[src/rtl/ofs_plat_prim_sync_vector_qualified.sv]
// ofs_plat_prim_sync_vector_qualified
//
// Brings a slow, quasi-static WIDTH-bit vector from a foreign clock domain
// into clk. The vector passes through a SYNC_STAGES flop synchronizer. It is
// then qualified: a value is committed to sync_out only after raw_sync has
// matched the held candidate for STABLE_CYCLES consecutive cycles. Because of
// this, skewed multi-bit updates and short glitches never reach sync_out.
//
// Ports
//   clk         destination clock
//   reset       asynchronous, active-high reset
//   async_in    vector from the foreign domain
//   hold        1 = freeze sync_out and suppress commits; qualification still runs
//   raw_sync    last synchronizer stage, unqualified
//   sync_out    qualified vector
//   sync_valid  sticky, set by the first commit after reset
//   changed     one-cycle pulse on the cycle sync_out takes a new value
module ofs_plat_prim_sync_vector_qualified #(
  parameter int unsigned      WIDTH         = 1,
  parameter int unsigned      SYNC_STAGES   = 3,
  parameter int unsigned      STABLE_CYCLES = 4,
  parameter logic [WIDTH-1:0] INITIAL_VALUE = '0
) (
  input  logic             clk,
  input  logic             reset,
  input  logic [WIDTH-1:0] async_in,
  input  logic             hold,
  output logic [WIDTH-1:0] raw_sync,
  output logic [WIDTH-1:0] sync_out,
  output logic             sync_valid,
  output logic             changed
);

  localparam int unsigned      CNT_W   = (STABLE_CYCLES > 1) ? $clog2(STABLE_CYCLES) : 1;
  localparam logic [CNT_W-1:0] CNT_MAX = CNT_W'(STABLE_CYCLES - 1);

  if (WIDTH < 1) begin : g_bad_width
    $error("WIDTH must be >= 1");
  end
  if (SYNC_STAGES < 2) begin : g_bad_stages
    $error("SYNC_STAGES must be >= 2");
  end
  if (STABLE_CYCLES < 1) begin : g_bad_stable
    $error("STABLE_CYCLES must be >= 1");
  end

  // Synchronizer chain; kept intact so CDC constraints can find every stage.
  (* preserve *) logic [WIDTH-1:0] sync_chain [SYNC_STAGES];

  logic [WIDTH-1:0] raw;
  logic [WIDTH-1:0] cand_q;
  logic [CNT_W-1:0] cnt;
  logic             commit;

  always_ff @(posedge clk or posedge reset) begin
    if (reset) begin
      for (int unsigned i = 0; i < SYNC_STAGES; i++) begin
        sync_chain[i] <= INITIAL_VALUE;
      end
    end else begin
      sync_chain[0] <= async_in;
      for (int unsigned i = 1; i < SYNC_STAGES; i++) begin
        sync_chain[i] <= sync_chain[i-1];
      end
    end
  end

  always_comb begin
    raw      = sync_chain[SYNC_STAGES-1];
    raw_sync = raw;
  end

  // Any bit difference against the candidate restarts qualification; the
  // counter saturates so a long-stable value keeps re-committing harmlessly.
  always_ff @(posedge clk or posedge reset) begin
    if (reset) begin
      cand_q <= INITIAL_VALUE;
      cnt    <= '0;
    end else if (raw != cand_q) begin
      cand_q <= raw;
      cnt    <= '0;
    end else if (cnt != CNT_MAX) begin
      cnt <= cnt + 1'b1;
    end
  end

  always_comb begin
    commit = (raw == cand_q) && (cnt == CNT_MAX) && !hold;
  end

  always_ff @(posedge clk or posedge reset) begin
    if (reset) begin
      sync_out   <= INITIAL_VALUE;
      sync_valid <= 1'b0;
      changed    <= 1'b0;
    end else if (commit) begin
      sync_out   <= cand_q;
      sync_valid <= 1'b1;
      changed    <= (cand_q != sync_out);
    end else begin
      changed <= 1'b0;
    end
  end

endmodule
[config.mk]
export PLATFORM = sky130hd
export DESIGN_NAME = ofs_plat_prim_sync_vector_qualified
export DESIGN_NICKNAME = d
export VERILOG_FILES = /design/src/rtl/ofs_plat_prim_sync_vector_qualified.sv
export SDC_FILE = /design/constraint.sdc
export NUM_CORES = 1
export LEC_CHECK = 0
export CORE_AREA = 3 3 40 42
export DETAILED_ROUTE_END_ITERATION = 12
export DIE_AREA = 0 0 43 45
export PLACE_DENSITY_LB_ADDON = 0.05
export SETUP_SLACK_MARGIN = 0.02
export SLEW_MARGIN = 15
export SYNTH_ARGS = -nofsm -noshare
export SYNTH_HDL_FRONTEND = slang
export SYNTH_SLANG_ARGS = --single-unit
[constraint.sdc]
create_clock -name clk -period 1.2 [get_ports clk]
set_input_delay 0.36 -clock clk [delete_from_list [all_inputs] [get_ports clk]]
set_output_delay 0.36 -clock clk [all_outputs]
set_load 0.005 [all_outputs]
==> summary.txt <==
Synth Warn #: 0
Final Max Slew Viols: 0
Cell count after synthesis: 25
Syn Area/Cell: 13.7 um^2
H-tree depth reported by CTS: 1
Total GRT Usage: 0.0693
Share of cells above drive strength 1: 0.300
Met3 usage: 0.0239
Most common cell after layout, fill and taps aside: dfrtp_1
Chip height: 45 um
Layout Nets: 46
Crit start category: register
Crit. End Element: register
# fillers: 128
Status: complete, no violations
Post-DRT Antenna Nets: 0
CP max FO: 6
Antenna violations before repair: 0
Fin. Hold Viols: 0
Max Cap Viol: 0
Die area: 0.00194 mm^2
Clock-pin slew of the registers on the worst-case setup and hold paths: 0.06 ns
Delay-heaviest family, CP: flip-flops
First-pass GRT wire length: 924 um
# setup viols final: 0
Placer Congestion: 0.660
Slowest cell delay on critical path: 0.37 ns
CP max-delay cell: dfrtp_1
Vias in the first global route: 247
CTS max path bufs: 2
Most frequent cells in the layout: dfrtp_1, buf_4, clkbuf_4, clkdlybuf4s50_1
Multi-input logic area: 109 um^2
Seq cells post-synth: 9
Dpl cells: 50
Met2 GRT Util: 0.108
Worst skew pair latency: 0.26 ns
Starting Density: 0.266
Mapped Area: 342 um^2
Worst EP required: 1.37 ns
Tot Pwr: 803 uW
Vias: 232
Final non-filler cell total: 55
Crit path time final: 1.12 ns
ANT cells: 0
CTS tree: built
Met1 Usage GRT: 0.0705
1st-iter DRT viols: 0
Core ar.: 0.00128 mm^2
Worst slew margin: 0.772
Count of cell types in the netlist: 15
Hold crit path type: register to register
Pwr dens: 1710 mW/mm^2
Cell Chain, Critical Path: buf_4 > or3b_1 > a21oi_1
Worst path arrival time: 1.29 ns
Period utilization: 0.935
I/O Pins: 8
Leakage: 0.222 nW
Root Buffer: clkbuf_4
FMAX: 0.891 GHz
FF+latch area: 225 um^2
Area Growth Syn to Fin: 37.7%
Post-Place Worst Slack: -0.151 ns
Worst vdd ir: 803 uV
Clock Sinks: 9
Gr busiest metal: met2
Worst Path Buf+Inv: 1
Worst setup margin: 0.0775 ns
DRT Wirelength: 565 um
Largest net degree at the start of global routing: 10
Setup CP Type: register to register
PortBufs: 7
Vias per cell: 4.22
CTS Buf Count: 3
Slew @ Worst Pin: 0.342 ns
Drt first pass iters: 1
Register area share after synthesis: 0.659
DRC viols: 0
Wirelength per Cell: 10.3 um
Die width: 43 um
Total gr overflow: 0
Max Clock Skew: 0.0100 ns
Syn nets: 30
RSZ-0062 raised after global routing: false
Row count: 13
==> metrics by stage <==
step | instance area, um^2 | hold slack, ns | setup TNS, ns | util
after CTS | 473 | 0.354 | -0.00494 | 0.368
after floorplan | 342 | 0.188 | 0 | -
after global routing | 470 | 0.364 | 0 | 0.366
after global placement | 457 | 0.333 | -0.278 | 0.355
after detailed placement | 457 | 0.340 | -0.290 | 0.355
final | 470 | 0.342 | 0 | 0.366
==> per-layer routing <==
metal  routed length, um  vias up
li1                    -      115
met1                 226      109
met2                 288        6
met3                  42        2
met4                   8        0
met5                   0        -
==> synth_stat cells <==
library cell | number | area, um^2
o21bai_1 | 1 | 7.51
nand3b_1 | 1 | 7.51
ha_1 | 1 | 12.5
xor2_1 | 2 | 17.5
clkbuf_1 | 1 | 3.75
mux2i_1 | 1 | 10.0
and4b_1 | 1 | 10.0
a211o_1 | 1 | 8.76
dfrtp_1 | 9 | 225
or3b_1 | 1 | 8.76
nor2_1 | 2 | 7.51
nand2b_1 | 1 | 6.26
a21oi_1 | 1 | 5.00
inv_1 | 1 | 3.75
o21a_1 | 1 | 7.51
==> worst reg2reg max path, delay by kind of cell, from the launching register on <==
kind,cells,cell delay (ns)
flip-flops,1,0.37
AO/OA/AOI/OAI,1,0.15
AND/OR/NAND/NOR,1,0.37
buffers and inverters,1,0.15
==> registers in the layout, summed over array words and instances, names as in the netlist <==
register    flops
sync_valid      1
sync_chain      2
sync_out        1
raw_sync        1
cand_q          1
cnt             2
changed         1
==> cell type report <==
class                           instances  area share
Timing Repair Buffer                   12       0.186
Clock buffer                            4      0.0559
Multi-Input combinational cell         14       0.231
Sequential cell                         9       0.479
Tap cell                               15      0.0399
Inverter                                1     0.00798
==> repair_timing <==
action / in CTS / in global routing
hold buffers: 0 / 0
endpoints found under the setup margin: 4 / 3
setup buffers: 0 / 1
gates resized for setup: 12 / 2
==> logic make-up after synthesis <==
kind of cell,count (synthesis),share of synthesized area
DFF,9,0.659
and+or+nand+nor,6,0.117
AOI/OAI and AO/OA,4,0.0843
xor gates and xnor gates,2,0.0513
buffers and inverters,2,0.0220
muxes,1,0.0293
adders and majority gates,1,0.0366
==> worst paths after layout <==
kind / end / cells after the start / startpoint / slack [ns]
worst max-delay path: changed / 3 / raw_sync / 0.08
worst min-delay path: sync_chain[1] / 0 / sync_chain[2] / 0.34
worst max register to register: changed / 3 / raw_sync / 0.08
worst min register to register: sync_chain[1] / 0 / sync_chain[2] / 0.34
max in group asynchronous: changed / 2 / reset / 0.58
min in group asynchronous: sync_chain[1] / 2 / reset / 0.36
==> power by group <==
part / total [mW] / switching (mW) / internal [mW]
Sequential: 0.388 / 0.0285 / 0.359
Combinational: 0.190 / 0.0791 / 0.111
Clock: 0.225 / 0.0977 / 0.128
Total: 0.803 / 0.205 / 0.598
Note: power is estimated with default switching activity, not from simulation.
